[config.mk]
export PLATFORM = sky130hd
export DESIGN_NAME = elastic_buffer
export DESIGN_NICKNAME = d
export VERILOG_FILES = /design/src/rtl/elastic_buffer_pkg.sv /design/src/rtl/elastic_buffer_ring.sv /design/src/rtl/elastic_buffer.sv
export SDC_FILE = /design/constraint.sdc
export NUM_CORES = 1
export LEC_CHECK = 0
export ABC_AREA = 0
export BUFFER_PORTS_ARGS = -buffer_cell sky130_fd_sc_hd__buf_2
export CAP_MARGIN = 10
export CORE_ASPECT_RATIO = 0.8
export CORE_UTILIZATION = 45
export DETAILED_ROUTE_END_ITERATION = 6
export PLACE_DENSITY = 0.68
export SYNTH_ARGS = -nofsm -noshare
export SYNTH_HDL_FRONTEND = slang
export SYNTH_SLANG_ARGS = --single-unit
export TNS_END_PERCENT = 10
[constraint.sdc]
create_clock -name clk -period 10.7 [get_ports clk]
set_input_delay 1.605 -clock clk [delete_from_list [all_inputs] [get_ports clk]]
set_output_delay 1.605 -clock clk [all_outputs]
set_load 0.03 [all_outputs]
[src/rtl/elastic_buffer_pkg.sv]
// Shared definitions for elastic_buffer: occupancy-state encoding (same as
// the 2-entry skid buffer) and width helpers for the count and ring pointers.
package elastic_buffer_pkg;

    localparam logic [1:0] EMPTY = 2'b10;
    localparam logic [1:0] BUSY  = 2'b11;
    localparam logic [1:0] FULL  = 2'b01;

    function automatic int unsigned count_width(input int unsigned depth);
        return $clog2(depth + 1);
    endfunction

    // A ring of one or two entries still needs a 1-bit pointer.
    function automatic int unsigned ptr_width(input int unsigned depth);
        return (depth <= 3) ? 1 : $clog2(depth - 1);
    endfunction

endpackage

[src/rtl/elastic_buffer_ring.sv]
// Storage behind the output register of elastic_buffer: one synchronous
// write port and an asynchronous read port; pointer handling lives in the top.
module elastic_buffer_ring #(
    parameter int unsigned DATA_WIDTH = 32,
    parameter int unsigned ENTRIES    = 3,
    parameter int unsigned PTR_WIDTH  = 2
) (
    input  logic                  clk,
    input  logic                  we_i,
    input  logic [PTR_WIDTH-1:0]  wr_ptr_i,
    input  logic [DATA_WIDTH-1:0] wdata_i,
    input  logic [PTR_WIDTH-1:0]  rd_ptr_i,
    output logic [DATA_WIDTH-1:0] rdata_o
);

    logic [DATA_WIDTH-1:0] mem_q [ENTRIES];

    always_ff @(posedge clk) begin
        if (we_i) begin
            mem_q[wr_ptr_i] <= wdata_i;
        end
    end

    assign rdata_o = mem_q[rd_ptr_i];

endmodule

[src/rtl/elastic_buffer.sv]
// Parametrised valid/ready elastic buffer: registered head plus a
// (DEPTH-1)-entry ring. Optional watermark outputs: ELASTIC_BUFFER_WATERMARK_EN.
module elastic_buffer
    import elastic_buffer_pkg::*;
#(
    parameter int unsigned DATA_WIDTH   = 32,
    parameter int unsigned DEPTH        = 4
`ifdef ELASTIC_BUFFER_WATERMARK_EN
    ,
    parameter int unsigned ALMOST_FULL  = DEPTH - 1,
    parameter int unsigned ALMOST_EMPTY = 1
`endif
) (
    input  logic                          clk,
    input  logic                          reset,
    input  logic [DATA_WIDTH-1:0]         in_data,
    input  logic                          in_valid,
    output logic                          in_ready,
    output logic [DATA_WIDTH-1:0]         out_data,
    output logic                          out_valid,
    input  logic                          out_ready,
    output logic [count_width(DEPTH)-1:0] count
`ifdef ELASTIC_BUFFER_WATERMARK_EN
    ,
    output logic                          almost_full,
    output logic                          almost_empty
`endif
);

    localparam int unsigned   CW       = count_width(DEPTH);
    localparam int unsigned   PW       = ptr_width(DEPTH);
    localparam int unsigned   RING     = DEPTH - 1;
    localparam logic [PW-1:0] PTR_LAST = PW'(DEPTH - 2);
    localparam logic [CW-1:0] CNT_LAST = CW'(DEPTH - 1);
    localparam logic [CW-1:0] CNT_ONE  = CW'(1);

    logic [1:0]            state_q, state_d;
    logic [CW-1:0]         count_q, count_d;
    logic [PW-1:0]         rd_ptr_q, rd_ptr_d;
    logic [PW-1:0]         wr_ptr_q, wr_ptr_d;
    logic [DATA_WIDTH-1:0] out_data_q, out_data_d;
    logic [DATA_WIDTH-1:0] ring_rdata;

    logic push, pop;
    logic ring_empty, load_direct, ring_we, ring_pop;

    function automatic logic [PW-1:0] ptr_inc(input logic [PW-1:0] p);
        return (p == PTR_LAST) ? '0 : p + 1'b1;
    endfunction

    // EMPTY/BUSY/FULL encoding makes bit 0 = valid, bit 1 = ready.
    assign out_valid = state_q[0];
    assign in_ready  = state_q[1];
    assign out_data  = out_data_q;
    assign count     = count_q;

    assign push        = in_valid && in_ready;
    assign pop         = out_valid && out_ready;
    assign ring_empty  = (count_q <= CNT_ONE);
    assign load_direct = push && (!out_valid || (pop && ring_empty));
    assign ring_we     = push && !load_direct && !reset;
    assign ring_pop    = pop && !ring_empty;

    always_comb begin
        state_d = state_q;
        case (state_q)
            EMPTY: begin
                if (push) begin
                    state_d = BUSY;
                end
            end
            BUSY: begin
                if (push && !pop && (count_q == CNT_LAST)) begin
                    state_d = FULL;
                end else if (pop && !push && (count_q == CNT_ONE)) begin
                    state_d = EMPTY;
                end
            end
            FULL: begin
                if (pop) begin
                    state_d = BUSY;
                end
            end
            default: state_d = EMPTY;
        endcase
    end

    always_comb begin
        count_d = count_q;
        case ({push, pop})
            2'b10:   count_d = count_q + 1'b1;
            2'b01:   count_d = count_q - 1'b1;
            default: count_d = count_q;
        endcase
    end

    always_comb begin
        wr_ptr_d   = ring_we  ? ptr_inc(wr_ptr_q) : wr_ptr_q;
        rd_ptr_d   = ring_pop ? ptr_inc(rd_ptr_q) : rd_ptr_q;
        out_data_d = out_data_q;
        if (load_direct) begin
            out_data_d = in_data;
        end else if (ring_pop) begin
            out_data_d = ring_rdata;
        end
    end

    always_ff @(posedge clk) begin
        if (reset) begin
            state_q  <= EMPTY;
            count_q  <= '0;
            rd_ptr_q <= '0;
            wr_ptr_q <= '0;
        end else begin
            state_q  <= state_d;
            count_q  <= count_d;
            rd_ptr_q <= rd_ptr_d;
            wr_ptr_q <= wr_ptr_d;
        end
    end

    // Payload is not reset, but reset still blocks any update to it.
    always_ff @(posedge clk) begin
        if (!reset) begin
            out_data_q <= out_data_d;
        end
    end

    elastic_buffer_ring #(
        .DATA_WIDTH (DATA_WIDTH),
        .ENTRIES    (RING),
        .PTR_WIDTH  (PW)
    ) u_ring (
        .clk      (clk),
        .we_i     (ring_we),
        .wr_ptr_i (wr_ptr_q),
        .wdata_i  (in_data),
        .rd_ptr_i (rd_ptr_q),
        .rdata_o  (ring_rdata)
    );

`ifdef ELASTIC_BUFFER_WATERMARK_EN
    logic almost_full_q, almost_empty_q;

    always_ff @(posedge clk) begin
        if (reset) begin
            almost_full_q  <= 1'b0;
            almost_empty_q <= 1'b1;
        end else begin
            almost_full_q  <= (32'(count_d) >= ALMOST_FULL);
            almost_empty_q <= (32'(count_d) <= ALMOST_EMPTY);
        end
    end

    assign almost_full  = almost_full_q;
    assign almost_empty = almost_empty_q;
`endif

endmodule

=== Word level (Yosys, flattened, before mapping) ===
Memory sizes are Yosys's and may differ from the RTL's. A register that Yosys moved wholly into a read port is not among the register bits.
Cells that the tools add are included.

* Word-level logic and storage cells: 60
* Memories kept: 1
* Output and inout port bits: 37
* RAM bits: 96
* Input port bits: 36
* Flip-flop bits (word level): 41

{| class="wikitable"
|+ Memories
! name !! words !! width !! read ports !! clocked after memory_dff !! write ports !! line !! RTL
|-
| u_ring.mem_q || 3 || 32 || 1 || 1 || 1 || elastic_buffer_ring.sv:16 || <nowiki>logic [DATA_WIDTH-1:0] mem_q [ENTRIES];</nowiki>
|}

* Order comparisons: 1
* Eq/ne operators: 12
* $add $sub $neg: 4
* Reduce and logical (&&, ||, !) cells: 22
* Bitwise gates (word level): 1
* Muxes and demuxes: 14

{| class="wikitable"
|+ Operators with widths
! operator !! number
|-
| two-way mux 32 bit || 2
|-
| two-way mux 2 bit || 8
|-
| logical AND 1 bit || 11
|-
| == test 2 bit (second input constant) || 5
|-
| logical NOT 1 bit || 6
|-
| case mux 2 bit (3 select lines) || 1
|-
| case mux 3 bit (2 select lines) || 1
|-
| adder 2 x 1 -> 2 bit (second input constant) || 2
|-
| == test 2 x 1 -> 1 bit (second input constant) || 2
|-
| != test 2 bit (second input constant) || 2
|-
| nonzero test 2 bit || 2
|-
| adder 3 x 1 -> 3 bit (second input constant) || 1
|-
| == test 3 x 1 -> 1 bit (second input constant) || 1
|-
| == test 3 x 2 -> 1 bit (second input constant) || 1
|-
| less-or-equal comparator 3 x 1 -> 1 bit (second input constant) || 1
|-
| != test 3 bit (second input constant) || 1
|-
| AND reduction 3 bit || 1
|-
| subtractor 3 x 1 -> 3 bit (second input constant) || 1
|-
| two-way mux 1 bit || 2
|-
| AND reduction 2 bit || 1
|-
| logical OR 1 bit || 1
|-
| NOT 1 bit || 1
|}

=== Depth between registers and ports, before layout ===
* Depth after elaboration: 9
* Depth in mapped cells: 6
* Mapped depth without buffers: 6

=== Hierarchy ===
Synthesis repeated with hierarchy kept, for this count alone.

* Cells, all modules: 346
* Area, all modules: 5759.3 um2

{| class="wikitable"
|+ By module, submodules not included
! module !! area each (um2) !! sequential area each (um2) !! cells an instance !! instances
|-
| elastic_buffer_ring || 3622.2 || 2882.8 || 206 || 1
|-
| elastic_buffer || 2137.0 || 1141.1 || 140 || 1
|}

=== Worst setup path before layout ===
No wires, ideal clock.

* Path kind: input port to flip-flop
* Start: input in_valid
* End: memory u_ring.mem_q[2][0] (enable)
* Path slack: 4.815 ns
* Path buffers: 0
* Stages: 4
* Required time: 10.187 ns
* Arrival time: 5.373 ns
* Cell sequence: nand2_1 -> inv_2 -> o311ai_4 -> nor4b_1

* Cells in the longest elaborated chain, start to end: 7

{| class="wikitable"
|+ RTL lines
! item !! line !! RTL
|-
| start, declared || elastic_buffer.sv:17 || <nowiki>input logic in_valid,</nowiki>
|-
| logical AND 1 bit * || elastic_buffer.sv:57 || <nowiki>assign push = in_valid && in_ready;</nowiki>
|-
| logical AND 1 bit || elastic_buffer.sv:60 || <nowiki>assign load_direct = push && (!out_valid || (pop && ring_empty));</nowiki>
|-
| logical NOT 1 bit || elastic_buffer.sv:61 || <nowiki>assign ring_we = push && !load_direct && !reset;</nowiki>
|-
| logical AND 1 bit * (2 in a row) || elastic_buffer.sv:61 ||
|-
| two-way mux 1 bit * || elastic_buffer_ring.sv:19 || <nowiki>if (we_i) begin</nowiki>
|-
| two-way mux 1 bit (implied by the code) * || elastic_buffer_ring.sv:20 || <nowiki>mem_q[wr_ptr_i] <= wdata_i;</nowiki>
|-
| end, declared || elastic_buffer_ring.sv:16 ||
|}

Every way passes the cells marked *; elsewhere a longest branch is shown, timed or not.

=== Worst setup path in the final report ===
* Start: input reset
* End: memory u_ring.mem_q[1][27] (enable)

* Cells in the longest elaborated chain, start to end: 4

{| class="wikitable"
|+ RTL lines
! item !! line !! RTL
|-
| start, declared || elastic_buffer.sv:15 || <nowiki>input logic reset,</nowiki>
|-
| logical NOT 1 bit || n/a ||
|-
| logical AND 1 bit || elastic_buffer.sv:61 ||
|-
| two-way mux 1 bit || elastic_buffer_ring.sv:19 ||
|-
| two-way mux 1 bit (implied by the code) || elastic_buffer_ring.sv:20 ||
|}

No other way between the ends.

==> flow_summary_export.csv <==
group,metric,value,unit
run_status,status,"finished clean",
grt,grt_usage,16.6,%
floorplan,die_area,13300,sq um
finish,diodes,0,
synthesis,synth.distinct_cells,34,
clock_tree,clk_pin_slew,0.06,ns
timing,max_clock_freq,0.325,GHz
synthesis,yosysSeqAreaShare,70.5,%
clock_tree,ctsHoldBuffers,0,
synthesis,ys_ff_latch,139,
synthesis,syn_avg_cell_area,16.6,sq um
clock_tree,clock_path_buffers,2,
critical_path,start_kind,"primary input",
critical_path,cp-startpoint,"reset",
timing,post-route-period-util,28.8,%
timing,slew_viol_final,0,
critical_path,r2r-end,"u_ring.mem_q[0][14]",
clock_tree,root_buffer,"clkbuf_16",
hold_path,hold_class,"flip-flop to flip-flop",
clock_tree,cts_tree,"built",
timing,setup_slack,7.62,ns
finish,post-route-util,55.7,%
synthesis,synth_compound_area_share,5.10,%
route,avgRoutedWirePerCell,16.6,um
route,drt-initial-drc-count,261,
timing,fin_tns_setup,0,ns
timing,rsz0062_at_grt,"no",
synthesis,yosysTopAreaCellShare,66.7,%
place,io_buffers,72,
synthesis,syn_inst,348,
floorplan,die-width,129,um
route,routed-via-count,3072,
route,viasPerCell,5.02,
synthesis,synth-adder-area-share,2.17,%
route,drtPass1Iterations,4,
critical_path,crit_path_max_incr_delay,0.77,ns
timing,hold_viol,0,
pwr,cellLeakagePower,2.46,nW
grt,grt_pass1_wl,16100,um
synthesis,yosysWarnings,0,
route,final_antenna_net_count,0,
pwr,powerDensity,231,nW/um^2
clock_tree,cts_made_buffers,17,
grt,grt_pass1_vias,3095,
floorplan,die_y,103,um
floorplan,core,12300,sq um
timing,setup_violations,0,
clock_tree,clock-sinks,139,
finish,fin_nets,474,
clock_tree,htreeDepth,4,
critical_path,cp-endpoint,"u_ring.mem_q[1][27]",
finish,drive_gt1_share,34.7,%
synthesis,synth.area.top_cells,"edfxtp_1, mux2_4, mux2i_1",
floorplan,start_util,46.7,%
synthesis,syn-num-nets,394,
job,max-cap-violations,0,
synthesis,syn_area,5760,sq um
critical_path,r2r_setup_slack,8.25,ns
synthesis,synth-edff-count,128,
critical_path,reg2reg_depth,5,
critical_path,path_cells,"buf_2 -> or3b_2 -> nor2_4",
place,hpwl,5940,um
critical_path,cp-end-kind,"flip-flop",
timing,period_needed,3.08,ns
critical_path,r2r_start,"count[1]",
critical_path,crit_slowest_cell,"nor2_4",
pwr,peakVddDrop,150,uV
hold_path,whs_path_depth,2,
floorplan,io_pins,73,
critical_path,critPathKind,"primary input to flip-flop",
place,pre_cts_slack,7.14,ns
synthesis,yosys.area_share.simple,4.73,%
route,post-route-drc-count,0,
hold_path,hp-start,"rd_ptr_q[1]",
place,gp_congestion,0.718,
grt,grt_max_degree,65,
synthesis,ys_async_sr_fraction,0,%
synthesis,yosysMostFrequentCell,"edfxtp_1",
timing,skew,0.00774,ns
clock_tree,insertion_delay,0.41,ns
critical_path,worstPathArrival,3.11,ns
clock_tree,cts_resized,0,
floorplan,core.rowCount,36,
critical_path,path_max_fanout,32,
synthesis,synth_flop_cell,"edfxtp_1",
critical_path,critPathRequiredTime,10.73,ns
finish,syn_to_final_growth,19.3,%
clock_tree,post_cts_buffers,0,
timing,worstMarginPinSlew,1.10,ns
timing,relSlewSlack,26.8,%
synthesis,synth-xor-area-share,0.304,%
synthesis,netlist_top_cells_count,"edfxtp_1, mux2i_1, nand2_1, o21ai_0, mux2_4",
route,drt_wl_total,10200,um
synthesis,synth.largest_area_cell,"edfxtp_1",
synthesis,synth_top_family_by_area,"multiplexers",
grt,grt.overflow.total,0,
synthesis,yosys-mux-area-fraction,14.8,%
grt,antenna_found_initial,1,
## through the flow
step	cells	area, sq um	hold slack (ns)	total power, mW
after floorplan	348	5760	0.468	0.966
after global placement	579	6290	0.482	1.03
after detailed placement	579	6290	0.494	1.04
after CTS	611	6850	0.508	1.59
after global routing	612	6880	0.544	1.65
final	612	6880	0.506	1.59
## sequential cells by signal (all words and copies together), names as in the netlist, named ones only
name and count:
count 3, state_q 2, rd_ptr_q 2, out_data 32, u_ring.mem_q 96, wr_ptr_q 2
## cell usage in the layout (no fill, tap or decap), types with 2 or more instances in the layout
master / n
clkbuf_16: 17
clkinv_4: 2
dfxtp_2: 2
nor2_1: 6
mux2_4: 29
nand2_1: 35
dfxtp_1: 9
xor2_1: 2
edfxtp_1: 128
buf_2: 72
inv_1: 7
nand2b_1: 4
bufinv_16: 2
ha_1: 10
clkinv_1: 2
mux2_2: 5
buf_4: 3
nor2b_1: 3
clkinv_2: 6
o21bai_1: 2
or3b_2: 2
nor3_1: 3
o21ai_0: 33
clkinvlp_4: 2
mux2i_1: 35
o21ba_2: 2
## report_power, final
group          switching [mW]  internal (mW)
Combinational           0.191          0.150
Clock                   0.217          0.339
Sequential             0.0345          0.655
Total                   0.442           1.14
## kinds of logic after synthesis
kind of cell | Yosys count
multiplexers | 70
AND/OR/NAND/NOR | 59
buffers and inverters | 23
AO/OA/AOI/OAI | 45
adder cells (fa/ha/maj) | 10
XOR/XNOR | 2
flip-flops | 139
## worst max-delay path: cells and delay by family
kind	cells	cell delay, ns
AND/OR/NAND/NOR	2	1.29
buffers and inverters	1	0.20
## cell type report
| class | count | area, sq um |
|---|---|---|
| clock buffer | 18 | 429 |
| clock inverter | 14 | 130 |
| fill | 1013 | 5470 |
| inverter | 8 | 30.0 |
| multi-input combinational | 186 | 1600 |
| sequential | 139 | 4070 |
| tap | 171 | 214 |
| timing repair buffer | 76 | 410 |
## per-layer routing
metal / share of wire [%] / routed length (um) / global-route usage, %
met4: 1.0 / 102 / 6.06
met1: 47 / 4790 / 21.8
met2: 45 / 4630 / 26.0
met5: 0 / 0 / 0
met3: 6.4 / 655 / 5.66
## worst min path at each step
stage                  endpoint  slack (ns)
floorplan           wr_ptr_q[1]        0.47
global placement    wr_ptr_q[1]        0.48
detailed placement    flip-flop        0.49
CTS                   flip-flop        0.51
global route          flip-flop        0.54
finish                flip-flop        0.51
Note: power is estimated with default switching activity, not from simulation.
